**src/rtl/mgr_cntl_arb.sv**
```systemverilog
// Manager NoC-to-MWC controller: per-channel input FIFOs, packet-level round-robin
// arbitration into one registered MWC flit, and config-packet capture for WU fetch.
//
// state   | meaning
// ST_IDLE | no packet in flight; pick next SOM/SOM_EOM head round-robin
// ST_LOCK | multi-flit packet in flight on r_grant until its EOM is popped
module mgr_cntl_arb #(
  parameter int                 NUM_CH     = 2,
  parameter int                 DEPTH      = 8,
  parameter int                 DATA_W     = 64,
  parameter int                 TYPE_W     = 2,
  parameter int                 PTYPE_W    = 3,
  parameter int                 MGRID_W    = 6,
  parameter int                 ADDR_W     = 24,
  parameter int                 CFG_CH     = 0,
  parameter logic [PTYPE_W-1:0] CFG_PTYPE  = 3'd7,
  parameter logic               ENABLE_RST = 1'b1
) (
  input  logic                        clk,
  input  logic                        reset_poweron_n,
  input  logic [NUM_CH-1:0]           noc__mcntl__valid,
  input  logic [2*NUM_CH-1:0]         noc__mcntl__cntl,
  input  logic [TYPE_W*NUM_CH-1:0]    noc__mcntl__type,
  input  logic [PTYPE_W*NUM_CH-1:0]   noc__mcntl__ptype,
  input  logic [DATA_W*NUM_CH-1:0]    noc__mcntl__data,
  input  logic [NUM_CH-1:0]           noc__mcntl__pvalid,
  input  logic [MGRID_W*NUM_CH-1:0]   noc__mcntl__mgrId,
  output logic [NUM_CH-1:0]           mcntl__noc__ready,
  output logic                        mcntl__mwc__valid,
  output logic [1:0]                  mcntl__mwc__cntl,
  output logic [TYPE_W-1:0]           mcntl__mwc__type,
  output logic [PTYPE_W-1:0]          mcntl__mwc__ptype,
  output logic [DATA_W-1:0]           mcntl__mwc__data,
  output logic                        mcntl__mwc__pvalid,
  output logic [MGRID_W-1:0]          mcntl__mwc__mgrId,
  input  logic                        mwc__mcntl__ready,
  output logic [ADDR_W-1:0]           mcntl__wuf__start_addr,
  output logic                        mcntl__wuf__enable,
  output logic                        xxx__wuf__stall,
  output logic [NUM_CH-1:0]           mcntl__err_orphan,
  input  logic [MGRID_W-1:0]          sys__mgr__mgrId
);

  localparam int PTR_W  = $clog2(DEPTH);
  localparam int CH_W   = (NUM_CH > 1) ? $clog2(NUM_CH) : 1;
  localparam int O_PV   = MGRID_W;
  localparam int O_DATA = MGRID_W + 1;
  localparam int O_PT   = O_DATA + DATA_W;
  localparam int O_TY   = O_PT + PTYPE_W;
  localparam int O_CN   = O_TY + TYPE_W;
  localparam int FLIT_W = O_CN + 2;
  localparam logic [PTR_W:0] RDY_TH = (PTR_W+1)'(DEPTH - 2);

  localparam logic [1:0] C_MOM = 2'b00;
  localparam logic [1:0] C_SOM = 2'b01;
  localparam logic [1:0] C_EOM = 2'b10;
  localparam logic [1:0] C_SE  = 2'b11;

  typedef enum logic {ST_IDLE, ST_LOCK} state_t;

  state_t              r_state, w_state_nxt;
  logic [CH_W-1:0]     r_grant, w_grant_nxt;
  logic [CH_W-1:0]     r_last_grant, w_last_nxt;
  logic                r_out_valid;
  logic [FLIT_W-1:0]   r_out_flit;
  logic [ADDR_W-1:0]   r_start_addr;
  logic                r_enable;
  logic                r_stall;

  logic [NUM_CH-1:0]   w_push, w_pop, w_empty, w_elig, w_orphan, w_cfg, w_fwd_pop;
  logic [FLIT_W-1:0]   w_head [NUM_CH];
  logic [1:0]          w_hcntl [NUM_CH];
  logic                w_load, w_fwd, w_found;
  logic [CH_W-1:0]     w_sel, w_idx;
  logic [FLIT_W-1:0]   w_fwd_flit;

  // Reserved input, kept visible only to document that it is intentionally ignored.
  logic w_unused;
  assign w_unused = ^sys__mgr__mgrId;

  for (genvar g = 0; g < NUM_CH; g++) begin : g_ch
    logic [FLIT_W-1:0] r_mem [DEPTH];
    logic [PTR_W:0]    r_wptr, r_rptr;
    logic              r_rdy, r_err;
    logic [PTR_W:0]    w_occ, w_occ_nxt;
    logic              w_full, w_is_cfg, w_in_pkt;
    logic [FLIT_W-1:0] w_din;

    assign w_din = {noc__mcntl__cntl[2*g +: 2],
                    noc__mcntl__type[TYPE_W*g +: TYPE_W],
                    noc__mcntl__ptype[PTYPE_W*g +: PTYPE_W],
                    noc__mcntl__data[DATA_W*g +: DATA_W],
                    noc__mcntl__pvalid[g],
                    noc__mcntl__mgrId[MGRID_W*g +: MGRID_W]};

    assign w_empty[g] = (r_wptr == r_rptr);
    assign w_full     = (r_wptr[PTR_W] != r_rptr[PTR_W]) &&
                        (r_wptr[PTR_W-1:0] == r_rptr[PTR_W-1:0]);
    assign w_push[g]  = noc__mcntl__valid[g] && r_rdy && !w_full;
    assign w_head[g]  = r_mem[r_rptr[PTR_W-1:0]];
    assign w_hcntl[g] = w_head[g][O_CN +: 2];
    assign w_occ      = r_wptr - r_rptr;
    assign w_occ_nxt  = w_occ + {{PTR_W{1'b0}}, w_push[g]} - {{PTR_W{1'b0}}, w_pop[g]};

    // A channel is mid-packet exactly when it holds the lock.
    assign w_in_pkt = (r_state == ST_LOCK) && (r_grant == CH_W'(g));
    assign w_is_cfg = (g == CFG_CH) && (w_head[g][O_PT +: PTYPE_W] == CFG_PTYPE) &&
                      (w_hcntl[g] == C_SE);
    assign w_cfg[g]    = !w_empty[g] && w_is_cfg && !w_in_pkt;
    assign w_orphan[g] = !w_empty[g] && !w_in_pkt &&
                         ((w_hcntl[g] == C_MOM) || (w_hcntl[g] == C_EOM));
    assign w_elig[g]   = !w_empty[g] && !w_is_cfg &&
                         ((w_hcntl[g] == C_SOM) || (w_hcntl[g] == C_SE));
    assign w_pop[g]    = w_cfg[g] | w_orphan[g] | w_fwd_pop[g];

    assign mcntl__noc__ready[g] = r_rdy;
    assign mcntl__err_orphan[g] = r_err;

    always_ff @(posedge clk) begin
      if (w_push[g]) r_mem[r_wptr[PTR_W-1:0]] <= w_din;
    end

    always_ff @(posedge clk) begin
      if (!reset_poweron_n) begin
        r_wptr <= '0;
        r_rptr <= '0;
        r_rdy  <= 1'b0;
        r_err  <= 1'b0;
      end else begin
        if (w_push[g]) r_wptr <= r_wptr + 1'b1;
        if (w_pop[g])  r_rptr <= r_rptr + 1'b1;
        // Two entries of headroom cover the flit that lands during the ready lag.
        r_rdy <= (w_occ_nxt <= RDY_TH);
        r_err <= r_err | w_orphan[g];
      end
    end
  end

  always_comb begin
    w_found = 1'b0;
    w_sel   = r_last_grant;
    w_idx   = '0;
    for (int k = 1; k <= NUM_CH; k++) begin
      w_idx = CH_W'((int'(r_last_grant) + k) % NUM_CH);
      if (!w_found && w_elig[w_idx]) begin
        w_found = 1'b1;
        w_sel   = w_idx;
      end
    end
  end

  assign w_load = !r_out_valid || mwc__mcntl__ready;

  always_comb begin
    w_state_nxt = r_state;
    w_grant_nxt = r_grant;
    w_last_nxt  = r_last_grant;
    w_fwd_pop   = '0;
    w_fwd       = 1'b0;
    w_fwd_flit  = '0;
    case (r_state)
      ST_IDLE: begin
        if (w_load && w_found) begin
          w_fwd            = 1'b1;
          w_fwd_pop[w_sel] = 1'b1;
          w_fwd_flit       = w_head[w_sel];
          w_last_nxt       = w_sel;
          w_grant_nxt      = w_sel;
          if (w_hcntl[w_sel] == C_SOM) w_state_nxt = ST_LOCK;
        end
      end
      ST_LOCK: begin
        if (w_load && !w_empty[r_grant]) begin
          w_fwd              = 1'b1;
          w_fwd_pop[r_grant] = 1'b1;
          w_fwd_flit         = w_head[r_grant];
          if (w_hcntl[r_grant] == C_EOM) w_state_nxt = ST_IDLE;
        end
      end
      default: w_state_nxt = ST_IDLE;
    endcase
  end

  always_ff @(posedge clk) begin
    if (!reset_poweron_n) begin
      r_state      <= ST_IDLE;
      r_grant      <= '0;
      r_last_grant <= CH_W'(NUM_CH - 1);
      r_out_valid  <= 1'b0;
      r_out_flit   <= '0;
    end else begin
      r_state      <= w_state_nxt;
      r_grant      <= w_grant_nxt;
      r_last_grant <= w_last_nxt;
      if (w_load) begin
        r_out_valid <= w_fwd;
        if (w_fwd) r_out_flit <= w_fwd_flit;
      end
    end
  end

  always_ff @(posedge clk) begin
    if (!reset_poweron_n) begin
      r_start_addr <= '0;
      r_enable     <= ENABLE_RST;
      r_stall      <= 1'b0;
    end else if (w_cfg[CFG_CH]) begin
      r_start_addr <= w_head[CFG_CH][O_DATA +: ADDR_W];
      r_enable     <= w_head[CFG_CH][O_DATA + ADDR_W];
      r_stall      <= w_head[CFG_CH][O_DATA + ADDR_W + 1];
    end
  end

  assign mcntl__mwc__valid      = r_out_valid;
  assign mcntl__mwc__cntl       = r_out_flit[O_CN +: 2];
  assign mcntl__mwc__type       = r_out_flit[O_TY +: TYPE_W];
  assign mcntl__mwc__ptype      = r_out_flit[O_PT +: PTYPE_W];
  assign mcntl__mwc__data       = r_out_flit[O_DATA +: DATA_W];
  assign mcntl__mwc__pvalid     = r_out_flit[O_PV];
  assign mcntl__mwc__mgrId      = r_out_flit[MGRID_W-1:0];
  assign mcntl__wuf__start_addr = r_start_addr;
  assign mcntl__wuf__enable     = r_enable;
  assign xxx__wuf__stall        = r_stall;

endmodule

```
**config.mk**
```make
export PLATFORM = sky130hd
export DESIGN_NAME = mgr_cntl_arb
export DESIGN_NICKNAME = d
export VERILOG_FILES = /design/src/rtl/mgr_cntl_arb.sv
export SDC_FILE = /design/constraint.sdc
export NUM_CORES = 1
export LEC_CHECK = 0
export ABC_AREA = 1
export CORE_MARGIN = 2
export CORE_UTILIZATION = 40
export CTS_CLUSTER_SIZE = 24
export DETAILED_ROUTE_END_ITERATION = 8
export PLACE_DENSITY = 0.66
export SETUP_SLACK_MARGIN = 0.3
export SYNTH_ARGS = -nofsm -noshare
export SYNTH_HDL_FRONTEND = slang
export SYNTH_SLANG_ARGS = --single-unit
```
**constraint.sdc**
```tcl
create_clock -name clk -period 14.17 [get_ports clk]
set_input_delay 4.251 -clock clk [delete_from_list [all_inputs] [get_ports clk]]
set_output_delay 4.251 -clock clk [all_outputs]
set_load 0.1 [all_outputs]
```
==> Word-level counts from Yosys, hierarchy flattened <==
Memory sizes are Yosys's and may differ from the RTL's. A register that Yosys moved wholly into a read port is not among the register bits.
Cells that the tools add are included.
{ "word_totals": {"ff_bits": 128, "ramBits": 1248, "input_bits": 167, "out_inout_bits": 109, "word_cells": 154, "mem_count": 2} }
{ "mem_list": {"columns": ["name", "words", "width", "rd", "rd_ports_with_merged_regs", "wr", "line", "rtl"], "rows": [
  ["g_ch[0].r_mem", 8, 78, 1, 1, 1, "82", "logic [FLIT_W-1:0] r_mem [DEPTH];"],
  ["g_ch[1].r_mem", 8, 78, 1, 1, 1, "82", null]
]} }
{ "op_classes": {"add_sub_neg": 12, "order_cmp": 10, "n_eq_ne": 15, "mux": 48, "bitwise_logic": 9, "n_reduce_logical": 42} }
{ "op_table": {"columns": ["cell", "n"], "rows": [
  ["78-bit two-way mux", 8],
  ["78-bit one-hot mux with 2 select lines", 1],
  ["1-bit logical AND", 23],
  ["1-bit two-way mux", 22],
  ["4-bit by 1-bit adder with 4-bit output, second input constant", 4],
  ["2-bit two-way mux", 8],
  ["3-bit two-way mux", 4],
  ["2-bit equality test, second input constant", 5],
  ["1-bit logical NOT", 10],
  ["4-bit by 1-bit adder with 4-bit output", 2],
  ["4-bit equality test", 2],
  ["4-bit by 3-bit <= comparator with 1-bit output, second input constant", 2],
  ["1-bit by 2-bit less-than comparator with 1-bit output, second input constant", 4],
  ["4-bit by 1-bit subtractor with 4-bit output", 2],
  ["4-bit subtractor", 2],
  ["2-bit by 1-bit equality test with 1-bit output, second input constant", 3],
  ["3-bit equality test", 2],
  ["1-bit logical OR", 5],
  ["1-bit OR", 5],
  ["2-bit greater-or-equal comparator, second input constant", 2],
  ["2-bit logical NOT", 2],
  ["1-bit inverter with 2-bit output", 2],
  ["1-bit one-hot mux with 2 select lines", 2],
  ["2-bit one-hot mux with 2 select lines", 1],
  ["other kinds (7)", 13]
]} }

==> Logic depth before layout (Yosys ltp) <==
{ "depth": {"depth_word": 20, "ltp_mapped": 24, "depth_no_buf": 22} }

==> Least setup slack after synthesis <==
OpenSTA, ideal clock, no wires.
{ "synth_timing": {"path_kind": "in2reg", "start": "input noc__mcntl__valid[0]", "end": "memory g_ch[0].r_mem[7][0] (netlist bit) (enable)", "setup_ns": 0.517, "t_arrival_ns": 7.942, "required_time_ns": 13.653, "slack_ns": 5.711, "path_stages": 4, "n_path_buf": 0, "cell_sequence": "nand3_1 -> nor2_1 -> inv_1 -> nor2_1"} }
{ "synth_between": {"elab_chain_len": 4} }
{ "synth_lines": {"columns": ["item", "line", "rtl"], "rows": [
  ["from (decl)", "21", "input logic [NUM_CH-1:0] noc__mcntl__valid,"],
  ["1-bit logical AND (2 in series)", "99", "assign w_push[g] = noc__mcntl__valid[g] && r_rdy && !w_full;"],
  ["1-bit two-way mux", "120", "if (w_push[g]) r_mem[r_wptr[PTR_W-1:0]] <= w_din;"],
  ["1-bit two-way mux (implied by the code)", "120", null],
  ["to (decl)", "82", null]
]} }
No other way between the ends.

==> Final worst setup path <==
{ "layout_timing": {"start": "input mwc__mcntl__ready", "end": "register g_ch[1].r_rdy"} }
{ "layout_between": {"elab_chain_len": 7, "elab_cells_between_ends": 9, "classes_between": "1 x add/sub; 1 x order compare; 3 x mux; 1 x bitwise; 3 x reduce/logical"} }
{ "layout_lines": {"columns": ["item", "line", "rtl"], "rows": [
  ["from (decl)", "36", "input logic mwc__mcntl__ready,"],
  ["1-bit logical OR (*)", "152", "assign w_load = !r_out_valid || mwc__mcntl__ready;"],
  ["1-bit logical AND (on tied branches)", "173, 163", null],
  ["2-bit two-way mux (on tied branches)", "173, 163", null],
  ["2-bit one-hot mux with 2 select lines (*)", "161", "case (r_state)"],
  ["1-bit OR (*)", "114", "assign w_pop[g] = w_cfg[g] | w_orphan[g] | w_fwd_pop[g];"],
  ["4-bit by 1-bit subtractor with 4-bit output (*)", "103", "assign w_occ_nxt = w_occ + {{PTR_W{1'b0}}, w_push[g]} - {{PTR_W{1'b0}}, w_pop[g]};"],
  ["4-bit by 3-bit <= comparator with 1-bit output (*)", "133", "r_rdy <= (w_occ_nxt <= RDY_TH);"],
  ["to (signal assigned)", "133", null],
  ["to (decl)", "84", "logic r_rdy, r_err;"]
]} }
Mark *: on every way between the ends. The rest lies on a longest branch, timed or not.
A chain may end at the register's enable or synchronous reset.

==> impl_metrics.toml <==
[synth]
netlist_instances = 4662
synth.yosys.seq_area_share = 0.718
syn_nets = 4847
ys_ff_latch = 1382
synthArstFlopShare = 0
synthDistinctLibCells = 41
synth_area_per_cell_um2 = 12.0
syn_area_um2 = 55900
ys.flop_type = "edfxtp_1"
synth-edff-count = 1248
yosys_warnings = 0

[clock_tree]
post_cts_buffers = 0
tritoncts = "yes"
htreeDepth = 4
postCtsResizedCells = 0
cts_hold_buffers = 0
clock_latency_ns = 0.76
cts_buffer_depth = 3
cts_buffers = 139
clock-sinks = 1382
cts-root-buf = "clkbuf_16"
clk_pin_slew_ns = 0.06

[worst_setup_path]
worst_setup_path_start_kind = "primary input"
cp.arrival_ns = 8.06
criticalPathCategory = "primary input to register"
crit_required_ns = 14.82
endpoint_kind = "register"
crit_fanout = 80
worstRegToRegCells = 19

[global_routing]
grtUsageMet1 = 0.278
antenna_found_initial = 29
globalRoute.busiestLayer = "met2"
grt_pass1_vias = 34500
grt_usage = 0.205
grt_max_degree = 190
grt.overflow.total = 0
met3_usage = 0.0483
grt_use_met2 = 0.329
grt_pass1_wl_mm = 221

[drt]
drt_iter0_markers = 3943
postRouteAntennaNets = 0
wl_per_cell_um = 21.9
vias_per_cell = 5.44
wl_mm = 149
drc = 0
num_vias = 36900
drt_pre_antenna_iters = 6

[power]
p_total_mw = 12.2
powerDensity_nw_per_um2 = 190
ir_worst_vdd_mv = 0.191
leakage_nw = 22.5

[sta]
relSlewSlack = 0.119
finClkSkew_ns = 0.0200
rsz0062_at_grt = "false"
hold_viol_final = 0
tns_ns = 0
drv_slew = 0
setup_violations = 0
setup_slack_ns = 6.76
period_minus_slack_ns = 7.41
hold_slack_ns = 0.486
fin_crit_sh = 0.523
fmax_mhz = 135
tightestPinTransition_ns = 1.31

[layout]
layout-drive-gt1-share = 0.0596
area_growth_pct = 15.4
design_area_um2 = 64500
stdcell_count = 6789
fin_nets = 4981
utilization = 0.464

[place]
port_buffers = 269
placed_cells = 6531
dp_worst_setup_slack_ns = 6.03
dp_hpwl_mm = 84.2
globalplace.congestion = 0.832
dpl-instance-area_um2 = 60200

[floorplanning]
dieArea_um2 = 143000
die_x_um = 378
die_y_um = 378
pin_count = 276
start_util = 0.402
core-area_um2 = 139000
num_rows = 137

[hold_path]
worstHoldPathCells = 2
hp-class = "register to register"

[flow_run]
maxCapViolCount = 0

[outcome]
status = "complete, no violations"
## final cells by class
type | count | area (um2)
flip-flops and latches | 1382 | 40200
multi-input cells | 2802 | 13900
clock inverters | 74 | 676
well taps | 1876 | 2350
clock buffers | 173 | 3660
diodes | 11 | 27.5
inverters | 145 | 569
repair buffers | 326 | 3120
fillers | 12400 | 74700
## sequential cells by signal, indices dropped and copies added, names as in the netlist, 2 cells and up, named ones only
signal,flops
r_out_flit,78
g_ch.r_rptr,8
g_ch.r_err,2
g_ch.r_rdy,2
g_ch.r_mem,1248
g_ch.r_wptr,8
mcntl__wuf__start_addr,24
## cell families (layout without fill, tap and decap cells)
family | after synthesis | in the layout | synth area share
adder cells (fa/ha/maj) | 18 | 18 | 0.00483
AND/OR/NAND/NOR | 1754 | 1754 | 0.128
AO/OA/AOI/OAI | 995 | 995 | 0.108
flip-flops | 1382 | 1382 | 0.718
buffers and inverters | 478 | 718 | 0.0353
multiplexers | 22 | 22 | 0.00394
other | 0 | 11 | 0
XOR/XNOR | 13 | 13 | 0.00204
## cells in the mapped netlist (12+ instances only)
cell / count / area, um2
mux2i_1: 22 / 220
buf_2: 78 / 390
inv_1: 140 / 526
nand3_1: 411 / 2060
nor2_1: 168 / 631
a21oi_1: 408 / 2040
o22ai_1: 51 / 319
nand2_1: 1160 / 4350
dfxtp_1: 134 / 2680
buf_1: 39 / 146
clkbuf_1: 198 / 743
o21ai_0: 272 / 1360
a32o_1: 123 / 1230
a22oi_1: 123 / 923
edfxtp_1: 1248 / 37500
ha_1: 12 / 150
buf_4: 14 / 105
## worst paths after layout
| check | startpoint | end | slack, ns |
|---|---|---|---|
| worst min-delay path | r_out_flit[76]$_SDFFE_PN0P_ | r_out_flit[76]$_SDFFE_PN0P_ | 0.49 |
| worst max-delay path | mwc__mcntl__ready | g_ch[1].r_rdy$_SDFF_PN0_ | 6.76 |
| worst max register to register | register | g_ch[0].r_rdy$_SDFF_PN0_ | 7.83 |
| worst min register to register | r_out_flit[76]$_SDFFE_PN0P_ | r_out_flit[76]$_SDFFE_PN0P_ | 0.49 |
## where the power goes
part	internal (mW)	switching, mW
Combinational	1.09	2.78
Sequential	4.62	0.202
Clock	2.01	1.54
Total	7.72	4.52
## worst max-delay path, cell delays in order
cell,delay (ns)
clkdlybuf4s50_1,0.57
nor2_1,0.11
nor2_1,0.25
nand2_4,0.59
o21bai_2,0.43
fa_1,0.23
inv_1,0.05
fa_1,0.48
ha_1,0.15
inv_1,0.06
fa_1,0.42
xor2_1,0.17
xor2_1,0.15
and3_1,0.14
## cell usage in the layout (no fill, tap or decap), drive strengths merged, types with 9 or more instances in the layout
cell              n
a21oi           409
o21ai           274
nor2            169
nand3           413
xor2             11
dfxtp           134
clkdlybuf4s50   263
edfxtp         1248
clkbuf          173
nand2          1165
mux2i            22
buf              63
a32o            123
diode            11
clkinv           51
ha               12
bufinv            9
a22oi           123
inv             158
o22ai            51
## layer usage
layer,up-vias,share of wire
li1,17200,-
met5,-,0.00038
met3,200,0.078
met4,8,0.020
met2,1326,0.48
met1,18200,0.42
No activity file was read; power rests on OpenSTA's default activity.
